--- src/rtl/gb_bus_write_sampler.sv ---
// Purpose : cartridge-bus front end; synchronises A15-A12/D7-D0//CS//WR//RD and qualifies CPU writes.
// Latency : wrStrobe on the (SYNC_STAGES+1)th edge counting the edge that first samples /WR high.
// Backpr. : none; the pins cannot be stalled, so a write cut short by /RD or a runt is dropped.
//
// Ports
//   clock, reset              rising-edge clock, synchronous active-high reset
//   inputAddress/Data/CE/WR/RD asynchronous cartridge pins (/CS, /WR, /RD active low)
//   wrStrobe                  one-cycle pulse per committed write; wrAddr/wrData/wrCE valid with it
//   wrAddr, wrData, wrCE      values of the last committed write (held between strobes)
//   rdActive                  registered "synced /RD low and /WR high"
//   busError                  one-cycle pulse when /RD goes low during a write
//   runtCount                 saturating count of writes dropped for being too short
// Build option: define BUS_DEGLITCH_EN to require FILTER_CYCLES synced /WR-low cycles per
// write and to enable runtCount; without it every write commits and runtCount reads 0.
module gb_bus_write_sampler #(
    parameter int SYNC_STAGES   = 2,
    parameter int FILTER_CYCLES = 3
) (
    input  logic       clock,
    input  logic       reset,
    input  logic [3:0] inputAddress,
    input  logic [7:0] inputData,
    input  logic       inputCE,
    input  logic       inputWR,
    input  logic       inputRD,
    output logic       wrStrobe,
    output logic [3:0] wrAddr,
    output logic [7:0] wrData,
    output logic       wrCE,
    output logic       rdActive,
    output logic       busError,
    output logic [3:0] runtCount
);

    if (SYNC_STAGES < 2 || SYNC_STAGES > 4) begin : g_bad_sync_stages
        $error("SYNC_STAGES must be in 2..4");
    end
    if (FILTER_CYCLES < 1 || FILTER_CYCLES > 15) begin : g_bad_filter_cycles
        $error("FILTER_CYCLES must be in 1..15");
    end

    typedef enum logic [1:0] {
        ST_IDLE   = 2'd0,
        ST_WR_LOW = 2'd1,
        ST_COMMIT = 2'd2,
        ST_ABORT  = 2'd3
    } state_t;

    // Chain word: {vld, /CS, /RD, /WR, A[3:0], D[7:0]}. vld is a constant 1 fed in behind
    // reset so the last stage can tell real pin samples from reset fill values.
    localparam logic [15:0] SYNC_RST = 16'h7000;

    logic [15:0] sync_q [SYNC_STAGES];
    logic [15:0] s_bus;
    logic        s_vld, s_ce, s_rd, s_wr;
    logic [3:0]  s_a;
    logic [7:0]  s_d;

    state_t      state_q, state_d;
    logic        capture, commit, abort;
    logic        armed_q;
    logic [3:0]  cap_a_q, wr_addr_q;
    logic [7:0]  cap_d_q, wr_data_q;
    logic        cap_ce_q, wr_ce_q;
    logic        rd_active_q, bus_err_q;

`ifdef BUS_DEGLITCH_EN
    localparam logic [3:0] FILTER_THR = 4'(FILTER_CYCLES);
    logic        runt;
    logic [3:0]  lowcnt_q, runt_cnt_q;
`endif

    always_ff @(posedge clock) begin
        if (reset) begin
            for (int i = 0; i < SYNC_STAGES; i++) sync_q[i] <= SYNC_RST;
        end else begin
            sync_q[0] <= {1'b1, inputCE, inputRD, inputWR, inputAddress, inputData};
            for (int i = 1; i < SYNC_STAGES; i++) sync_q[i] <= sync_q[i-1];
        end
    end

    assign s_bus = sync_q[SYNC_STAGES-1];
    assign s_vld = s_bus[15];
    assign s_ce  = s_bus[14];
    assign s_rd  = s_bus[13];
    assign s_wr  = s_bus[12];
    assign s_a   = s_bus[11:8];
    assign s_d   = s_bus[7:0];

    // armed_q blocks a /WR that was already low across reset from looking like a fresh
    // write: a real /WR-high sample must be seen before IDLE may start a write.
    always_comb begin
        state_d = state_q;
        capture = 1'b0;
        commit  = 1'b0;
        abort   = 1'b0;
`ifdef BUS_DEGLITCH_EN
        runt    = 1'b0;
`endif
        case (state_q)
            ST_IDLE: begin
                if (armed_q && !s_wr && s_rd) begin
                    state_d = ST_WR_LOW;
                    capture = 1'b1;
                end
            end
            ST_WR_LOW: begin
                if (!s_rd) begin
                    state_d = ST_ABORT;
                    abort   = 1'b1;
                end else if (s_wr) begin
`ifdef BUS_DEGLITCH_EN
                    if (lowcnt_q >= FILTER_THR) begin
                        state_d = ST_COMMIT;
                        commit  = 1'b1;
                    end else begin
                        state_d = ST_IDLE;
                        runt    = 1'b1;
                    end
`else
                    state_d = ST_COMMIT;
                    commit  = 1'b1;
`endif
                end else begin
                    capture = 1'b1;
                end
            end
            ST_COMMIT: state_d = ST_IDLE;
            ST_ABORT: begin
                if (s_wr && s_rd) state_d = ST_IDLE;
            end
            default: state_d = ST_IDLE;
        endcase
    end

    always_ff @(posedge clock) begin
        if (reset) begin
            state_q     <= ST_IDLE;
            armed_q     <= 1'b0;
            cap_a_q     <= 4'd0;
            cap_d_q     <= 8'd0;
            cap_ce_q    <= 1'b1;
            wr_addr_q   <= 4'd0;
            wr_data_q   <= 8'd0;
            wr_ce_q     <= 1'b1;
            rd_active_q <= 1'b0;
            bus_err_q   <= 1'b0;
        end else begin
            state_q     <= state_d;
            armed_q     <= armed_q | (s_vld & s_wr);
            if (capture) begin
                cap_a_q  <= s_a;
                cap_d_q  <= s_d;
                cap_ce_q <= s_ce;
            end
            if (commit) begin
                wr_addr_q <= cap_a_q;
                wr_data_q <= cap_d_q;
                wr_ce_q   <= cap_ce_q;
            end
            rd_active_q <= !s_rd && s_wr;
            bus_err_q   <= abort;
        end
    end

`ifdef BUS_DEGLITCH_EN
    always_ff @(posedge clock) begin
        if (reset) begin
            lowcnt_q   <= 4'd0;
            runt_cnt_q <= 4'd0;
        end else begin
            // First low cycle loads 1; later ones count up and stick at 15.
            if (capture) begin
                if (state_q == ST_IDLE)      lowcnt_q <= 4'd1;
                else if (lowcnt_q != 4'hF)   lowcnt_q <= lowcnt_q + 4'd1;
            end
            if (runt && runt_cnt_q != 4'hF) runt_cnt_q <= runt_cnt_q + 4'd1;
        end
    end
    assign runtCount = runt_cnt_q;
`else
    assign runtCount = 4'd0;
`endif

    assign wrStrobe = (state_q == ST_COMMIT);
    assign wrAddr   = wr_addr_q;
    assign wrData   = wr_data_q;
    assign wrCE     = wr_ce_q;
    assign rdActive = rd_active_q;
    assign busError = bus_err_q;

endmodule

--- config.mk ---
export PLATFORM = sky130hd
export DESIGN_NAME = gb_bus_write_sampler
export DESIGN_NICKNAME = d
export VERILOG_FILES = /design/src/rtl/gb_bus_write_sampler.sv
export SDC_FILE = /design/constraint.sdc
export NUM_CORES = 1
export LEC_CHECK = 0
export ABC_AREA = 1
export CORE_MARGIN = 2
export CORE_UTILIZATION = 50
export CTS_CLUSTER_SIZE = 25
export DETAILED_ROUTE_END_ITERATION = 12
export DONT_BUFFER_PORTS = 1
export PLACE_DENSITY = 0.72
export SLEW_MARGIN = 20
export SYNTH_ARGS = -nofsm -noshare
export SYNTH_HDL_FRONTEND = slang
export SYNTH_SLANG_ARGS = --single-unit
--- constraint.sdc ---
create_clock -name clock -period 2.8 [get_ports clock]
set_input_delay 0.42 -clock clock [delete_from_list [all_inputs] [get_ports clock]]
set_output_delay 0.42 -clock clock [all_outputs]
set_load 0.05 [all_outputs]
==> flow_metrics.env, run 1 <==
export IMPL_ir_drop_v=0.000302
export IMPL_min_period_ns=1.90
export IMPL_cts_clk_slew_worst_paths_ns=0.06
export IMPL_firstDrtPassIters=4
export IMPL_critPathMaxFanout=4
export IMPL_holdBufCountCts=0
export IMPL_gp_congestion=0.822
export IMPL_setup_worst_path_class="reg -> out"
export IMPL_period_share_pct=67.8
export IMPL_cts_sinks=63
export IMPL_cp_arrival_ns=1.48
export IMPL_maxCapViolations=0
export IMPL_multi_input_area_um2=682
export IMPL_reg2reg_from="sync_q[0][29]"
export IMPL_leakage_nw=1.13
export IMPL_io_pins=37
export IMPL_worst_setup_path_end_kind="output port"
export IMPL_via_per_inst=4.29
export IMPL_cts_resized_gates=0
export IMPL_grt_max_degree=35
export IMPL_postLayoutCellArea_um2=2470
export IMPL_cts_tree="built"
export IMPL_syn_to_final_growth_pct=6.25
export IMPL_hold_path_class="in -> reg"
export IMPL_num_vias=1462
export IMPL_nets=302
export IMPL_final_setup_tns_ns=0
export IMPL_fillers=413
export IMPL_cp_required_ns=2.38
export IMPL_drive_gt1_share_pct=19.4
export IMPL_yosysUniqueCellTypes=24
export IMPL_coreArea_um2=4410
export IMPL_wl_per_cell_um=9.35
export IMPL_root_buffer="clkbuf_8"
export IMPL_syn_area_um2=2320
export IMPL_power_density_nw_per_um2=728
export IMPL_antenna_left=0
export IMPL_die_w_um=72.1
export IMPL_syn_area_per_cell_um2=8.03
export IMPL_antenna_cells=0
export IMPL_status="finished, final reports clean"
export IMPL_timing_fmax_ghz=0.526
export IMPL_die_area_um2=5200
export IMPL_grt_pass1_wl_mm=5.73
export IMPL_initial_core_util_pct=52.6
export IMPL_yosys_register_bits=63
export IMPL_fin_total_pwr_mw=1.80
export IMPL_ys_seq_area_share_pct=54.3
export IMPL_tightest_slew_ns=0.869
export IMPL_grt_overflow_total=0
export IMPL_startpoint_type="flop"
export IMPL_drtIter0Drc=78
export IMPL_skew_ns=0.00742
export IMPL_crit_start="state_q[1]"
export IMPL_totalWireLength_mm=3.19
export IMPL_final_common_cell="dfxtp_1"
export IMPL_port_buffers=0
export IMPL_grt_pass1_vias=1335
export IMPL_track_usage_pct=14.7
export IMPL_rsz0062_at_grt="no"
export IMPL_relSlewSlack_pct=41.8
export IMPL_layout_common_cells="dfxtp_1, inv_1, nor2_1, nand2_1, nand4_1"
export IMPL_drc_errors=0
export IMPL_final_seq_area_um2=1260
export IMPL_slew_violations=0
export IMPL_numCtsBuffers=9
export IMPL_antenna_found_initial=0
export IMPL_netlist_instances=289
export IMPL_htreeDepth=3
export IMPL_die_height_um=72.1
export IMPL_cts_buffer_depth=2
export IMPL_final_setup_viol_count=0
export IMPL_clk_insertion_delay_late_ns=0.33
export IMPL_dp_hpwl_mm=2.00
export IMPL_hp_start="reset"
export IMPL_place_area_um2=2270
export IMPL_postCtsSetupBuffers=0
export IMPL_num_rows=24
export IMPL_synth_warnings=0
export IMPL_finalHoldViolCount=0
-- synth_stat cells --
cell type  instances  share of area (%)
buf_6              3                1.5
a21oi_1            2               0.43
nor2_4             1               0.49
dfxtp_1           63                 54
nor2_1            55                8.9
conb_1             1               0.16
nand3_2            1               0.43
nand2_4            1               0.49
inv_2             11                1.8
inv_6              1               0.38
or2_2              6                1.6
inv_1             56                9.1
nor3_1             1               0.22
o21ai_1            9                1.9
nand2_2           11                3.0
nor2_2            10                2.7
clkbuf_1           4               0.65
buf_4              4                1.3
o21ai_0            3               0.65
buf_12             1               0.86
buf_2              6                1.3
nand4_1           13                3.5
nand2_1           22                3.6
nand3_1            4               0.86
-- critical path, stage by stage (launching register included) --
cell and delay (ns):
dfxtp_1 0.43, inv_1 0.06, nor2_1 0.66
-- through the flow --
step / worst slack (ns) / util (%) / hold WS (ns) / cells
6_report: 0.900 / 55.9 / 0.150 / 341
5_1_grt: 0.847 / 55.9 / 0.134 / 341
4_1_cts: 0.876 / 55.9 / 0.134 / 341
3_5_place_dp: 1.25 / 51.4 / 0.393 / 326
3_3_place_gp: 1.26 / 51.4 / 0.393 / 326
2_1_floorplan: 1.28 / - / 0.388 / 292
-- layer usage --
layer	up-vias	share of wire (%)	GRT usage, %
met5	-	0	0
met4	0	4.0	13.2
met1	592	51	17.8
met2	41	40	20.1
li1	818	-	-
met3	11	5.0	5.42
-- final cells by class --
| class | count | share of cell area, % |
|---|---|---|
| flip-flops and latches | 63 | 51.1 |
| multi-input cells | 143 | 27.7 |
| inverters | 68 | 10.6 |
| clock buffers | 12 | 6.29 |
| well taps | 52 | 2.64 |
| clock inverters | 3 | 1.73 |
-- final timing paths --
path,end,depth (start not counted),slack [ns]
hold / removal,armed_q,1,0.15
hold reg to reg,sync_q[0][19],2,0.40
setup / recovery,wrStrobe,2,0.90
setup reg to reg,cap_ce_q,3,1.33
-- sequential cells by signal (all words and copies together), names as in the netlist, 2 cells and up --
name	cells
sync_q	32
wrData	8
cap_a_q	4
wrAddr	4
state_q	2
cap_d_q	8
-- cell families (layout without fill, tap and decap cells) --
logic type	after synthesis	after routing	share of synthesized area [%]
compound gates	14	14	3.02
buf+inv	86	83	16.8
flops	63	63	54.3
other cells	1	4	0.162
simple gates	125	125	25.7
-- power by group --
part | internal [mW] | switching [mW] | total (mW)
registers | 0.925 | 0.0202 | 0.946
clock network | 0.453 | 0.320 | 0.773
logic | 0.0249 | 0.0517 | 0.0766
No activity file was read; power rests on OpenSTA's default activity.
==> inputs of run 2 (changes only) <==
==> constraint.sdc (replaced) <==
create_clock -name clock -period 1.75 [get_ports clock]
set_input_delay 0.2625 -clock clock [delete_from_list [all_inputs] [get_ports clock]]
set_output_delay 0.2625 -clock clock [all_outputs]
set_load 0.05 [all_outputs]
==> run 2 against run 1 <==
Routed wire length down 2.0%; critical path depth up 1; setup slack worse by 0.55 ns; hold slack worse by 0.12 ns; design area down 0.56%; global-route usage down 0.63 points; largest power group unchanged; clock power up 29%.
==> flow_metrics.env, run 2 (synthesis gave the netlist of run 1 again) <==
export IMPL_cp_required_ns=1.49
export IMPL_timing_hold_ws_ns=0.0314
export IMPL_drtIter0Drc=88
export IMPL_grt_pass1_vias=1234
export IMPL_final_setup_viol_count=0
export IMPL_relSlewSlack_pct=41.8
export IMPL_port_buffers=0
export IMPL_firstDrtPassIters=4
export IMPL_worst_path_largest_cell_delay_ns=0.43
export IMPL_crit_chain="inv_1, nor2_1, buf_4"
export IMPL_slew_violations=0
export IMPL_gp_congestion=0.791
export IMPL_power_density_nw_per_um2=1080
export IMPL_postCtsSetupBuffers=0
export IMPL_initial_core_util_pct=52.6
export IMPL_period_share_pct=79.9
export IMPL_crit_slowest_cell="dfxtp_1"
export IMPL_dpl_cell_count=329
export IMPL_ir_drop_v=0.000577
export IMPL_root_buffer="clkbuf_8"
export IMPL_leakage_nw=1.12
export IMPL_fin_total_pwr_mw=2.64
export IMPL_grt_max_degree=28
export IMPL_hold_path_class="in -> reg"
export IMPL_cp_arrival_ns=1.14
export IMPL_worst_setup_path_end_kind="output port"
export IMPL_antenna_found_initial=0
export IMPL_syn_to_final_growth_pct=5.66
export IMPL_stdcell_count=346
export IMPL_totalWireLength_mm=3.12
export IMPL_antenna_cells=0
export IMPL_cts_buffer_depth=2
export IMPL_coreArea_um2=4410
export IMPL_cts_sinks=63
export IMPL_die_w_um=72.1
export IMPL_min_period_ns=1.40
export IMPL_timing_fmax_ghz=0.715
export IMPL_skew_ns=0.00605
export IMPL_tightest_slew_ns=0.870
export IMPL_die_area_um2=5200
export IMPL_final_setup_tns_ns=0
export IMPL_nets=306
export IMPL_setup_worst_path_class="reg -> out"
export IMPL_wl_per_cell_um=9.03
export IMPL_cts_tree="built"
export IMPL_drc_errors=0
export IMPL_startpoint_type="flop"
export IMPL_via_per_inst=4.31
export IMPL_r2r_setup_slack_ns=0.40
export IMPL_antenna_left=0
export IMPL_dp_hpwl_mm=2.08
export IMPL_num_rows=24
export IMPL_num_vias=1491
export IMPL_cts_clk_slew_worst_paths_ns=0.06
export IMPL_grt_pass1_wl_mm=5.40
export IMPL_drive_gt1_share_pct=18.7
export IMPL_regMostFlops="sync_q"
export IMPL_status="finished, final reports clean"
export IMPL_critPathTopFamily="flip-flops"
export IMPL_grt_overflow_total=0
export IMPL_layout_common_cells="dfxtp_1, inv_1, nor2_1, nand2_1, nand4_1"
export IMPL_clk_insertion_delay_late_ns=0.33
export IMPL_final_common_cell="dfxtp_1"
export IMPL_path_buf_inv=2
export IMPL_htreeDepth=3
export IMPL_track_usage_pct=14.1
export IMPL_numCtsBuffers=9
export IMPL_io_pins=37
export IMPL_largest_reg_flops=32
export IMPL_critPathMaxFanout=4
export IMPL_final_core_util_pct=55.6
export IMPL_maxCapViolations=0
export IMPL_rsz0062_at_grt="no"
export IMPL_finalHoldViolCount=0
export IMPL_die_height_um=72.1
run 2: what timing repair did:
| action | in CTS | in global routing |
|---|---|---|
| resized for setup | 0 | 0 |
| hold endpoints to repair | 27 | 0 |
| hold buffers | 1 | 0 |
run 2: layer usage:
layer  vias up  part of all wire [%]  track usage, %
met3        10                   4.8            4.72
met2        42                    42            19.5
li1        832                     -               -
met4         0                   3.8            12.6
met5         -                     0               0
met1       607                    50            17.1
run 2: worst paths after layout:
check	startpoint	end	cells after the start
max	state_q[1]	wrStrobe	3
min	inputAddress[1]	sync_q[0][9]	2
max reg2reg	state_q[1]	cap_ce_q	4
min reg2reg	sync_q[0][9]	sync_q[0][25]	2
run 2: layout make-up:
cell class,instances,area (um2)
clock buffer,15,146
clock inverter,1,5.00
fill,424,1960
inverter,68,260
multi-input combinational,143,682
sequential,63,1260
tap,52,65.1
timing repair buffer,4,32.5
run 2: worst register-to-register path: cells and delay by family, from the launching register on:
kind	cells	cell delay, ns
DFF	1	0.36
and+or+nand+nor	4	0.87
run 2: power breakdown:
part           total, mW  switching, mW  internal, mW
Sequential          1.51         0.0296          1.48
Clock              0.996          0.481         0.515
Combinational      0.137         0.0935        0.0437
run 2: metrics by stage:
step           cell area, um2  setup slack [ns]
5_1_grt                  2450             0.266
4_1_cts                  2450             0.316
2_1_floorplan            2330             0.389
3_5_place_dp             2290             0.398
3_3_place_gp             2290             0.432
6_report                 2450             0.352
==> inputs of run 3 (changes only) <==
--- a/config.mk
+++ b/config.mk
@@ -11,7 +11,7 @@
 export CTS_CLUSTER_SIZE = 25
 export DETAILED_ROUTE_END_ITERATION = 12
 export DONT_BUFFER_PORTS = 1
-export PLACE_DENSITY = 0.72
+export PLACE_DENSITY = 0.75
 export SLEW_MARGIN = 20
 export SYNTH_ARGS = -nofsm -noshare
 export SYNTH_HDL_FRONTEND = slang
==> constraint.sdc (replaced) <==
create_clock -name clock -period 1.28 [get_ports clock]
set_input_delay 0.192 -clock clock [delete_from_list [all_inputs] [get_ports clock]]
set_output_delay 0.192 -clock clock [all_outputs]
set_load 0.05 [all_outputs]
==> run 3 against run 2 <==
Global-route usage grew 0.91 points; hold slack gained 0.076 ns; die area is the same; largest cell class unchanged; utilization grew 7.1 points; final cell count grew 8.7%; total power grew 39%; critical endpoint unchanged.
==> flow_metrics.env, run 3 (synthesis gave the netlist of run 1 again) <==
export IMPL_crit_slowest_cell="dfxtp_4"
export IMPL_maxCapViolations=0
export IMPL_io_pins=37
export IMPL_coreArea_um2=4410
export IMPL_die_area_um2=5200
export IMPL_min_period_ns=1.22
export IMPL_cts_buffer_depth=2
export IMPL_final_setup_tns_ns=0
export IMPL_via_per_inst=4.26
export IMPL_track_usage_pct=15.0
export IMPL_initial_core_util_pct=52.6
export IMPL_nets=339
export IMPL_cp_required_ns=1.09
export IMPL_skew_ns=0.00422
export IMPL_num_rows=24
export IMPL_dp_hpwl_mm=2.08
export IMPL_status="finished, final reports clean"
export IMPL_ir_drop_v=0.000862
export IMPL_port_buffers=0
export IMPL_critPathMaxFanout=4
export IMPL_htreeDepth=3
export IMPL_antenna_cells=0
export IMPL_antenna_left=0
export IMPL_postLayoutCellArea_um2=2770
export IMPL_totalWireLength_mm=3.39
export IMPL_p_comb_share_pct=7.1
export IMPL_die_height_um=72.1
export IMPL_relSlewSlack_pct=40.1
export IMPL_regMostFlops="sync_q"
export IMPL_drive_gt1_share_pct=23.8
export IMPL_grt_overflow_total=0
export IMPL_startpoint_type="flop"
export IMPL_grt_pass1_wl_mm=5.91
export IMPL_worst_setup_path_end_kind="output port"
export IMPL_drtIter0Drc=49
export IMPL_tightest_slew_ns=0.898
export IMPL_period_share_pct=95.1
export IMPL_finalHoldViolCount=0
export IMPL_syn_to_final_growth_pct=19.1
export IMPL_place_ws_ns=0.108
export IMPL_clock_power_share_pct=37.1
export IMPL_num_vias=1602
export IMPL_slew_violations=0
export IMPL_cp_arrival_ns=1.02
export IMPL_fin_ws_ns=0.0631
export IMPL_cts_sinks=63
export IMPL_switching_share_pct=22.6
export IMPL_layout_common_cells="dfxtp_1, inv_1, nor2_1, nand2_1, buf_4"
export IMPL_stdcell_count=376
export IMPL_die_w_um=72.1
export IMPL_numCtsBuffers=9
export IMPL_power_density_nw_per_um2=1330
export IMPL_hold_path_class="in -> reg"
export IMPL_cts_clk_slew_worst_paths_ns=0.06
export IMPL_final_common_cell="dfxtp_1"
export IMPL_largest_reg_flops=32
export IMPL_gp_congestion=0.750
export IMPL_place_area_um2=2410
export IMPL_setup_worst_path_class="reg -> out"
export IMPL_wl_per_cell_um=9.00
export IMPL_root_buffer="clkbuf_8"
export IMPL_critPathTopFamily="flip-flops"
export IMPL_path_buf_inv=2
export IMPL_p_int_mw=2.85
export IMPL_crit_chain="inv_1, nor2_2, buf_6"
export IMPL_drc_errors=0
export IMPL_grt_max_degree=31
export IMPL_worst_path_largest_cell_delay_ns=0.37
export IMPL_leakage_nw=1.30
export IMPL_dpl_cell_count=345
export IMPL_clk_insertion_delay_late_ns=0.32
export IMPL_grt_pass1_vias=1452
export IMPL_rsz0062_at_grt="no"
export IMPL_timing_hold_ws_ns=0.107
export IMPL_power_net_switching_uw=831
export IMPL_cts_tree="built"
export IMPL_final_setup_viol_count=0
export IMPL_p_seq_share_pct=55.8
export IMPL_timing_fmax_ghz=0.822
export IMPL_antenna_found_initial=0
export IMPL_firstDrtPassIters=4
-- run 3: what timing repair did --
item / CTS / global route
hold buffers: 18 / 0
gates resized for setup: 1 / 6
hold endpoints to repair: 33 / 0
setup buffers: 0 / 0
endpoints found under the setup margin: 1 / 43
pin swaps: 0 / 0
-- run 3: power by group through the flow --
stage	clock network (mW)	registers (mW)	logic, mW
after global placement	0	2.09	0.202
after global routing	1.50	2.06	0.296
after floorplan	0	2.10	0.187
after detailed placement	0	2.09	0.205
after CTS	1.41	2.05	0.259
final	1.36	2.05	0.263
-- run 3: layer usage --
metal	part of all wire, %	global-route usage [%]	vias to the layer above
li1	-	-	894
met1	47	17.0	651
met2	45	24.2	47
met3	4.6	3.75	10
met4	3.2	11.3	0
met5	0	0	-
-- run 3: through the flow --
step	total power [mW]	util (%)
floorplan	2.29	-
global placement	2.29	54.7
detailed placement	2.30	54.7
CTS	3.72	62.2
global route	3.85	62.6
finish	3.68	62.6
-- run 3: final timing paths --
path            startpoint             to  slack, ns  cells after the start
max             state_q[1]       wrStrobe       0.06                      3
min                  reset       cap_ce_q       0.11                      2
max reg2reg  sync_q[0][28]        armed_q       0.10                      3
min reg2reg  sync_q[0][10]  sync_q[0][26]       0.40                      2
-- run 3: layout make-up --
class,count,area (um2)
timing repair buffer,37,329
tap,52,65.1
fill,386,1650
clock inverter,2,10.0
inverter,68,260
multi-input combinational,143,692
clock buffer,11,141
sequential,63,1270
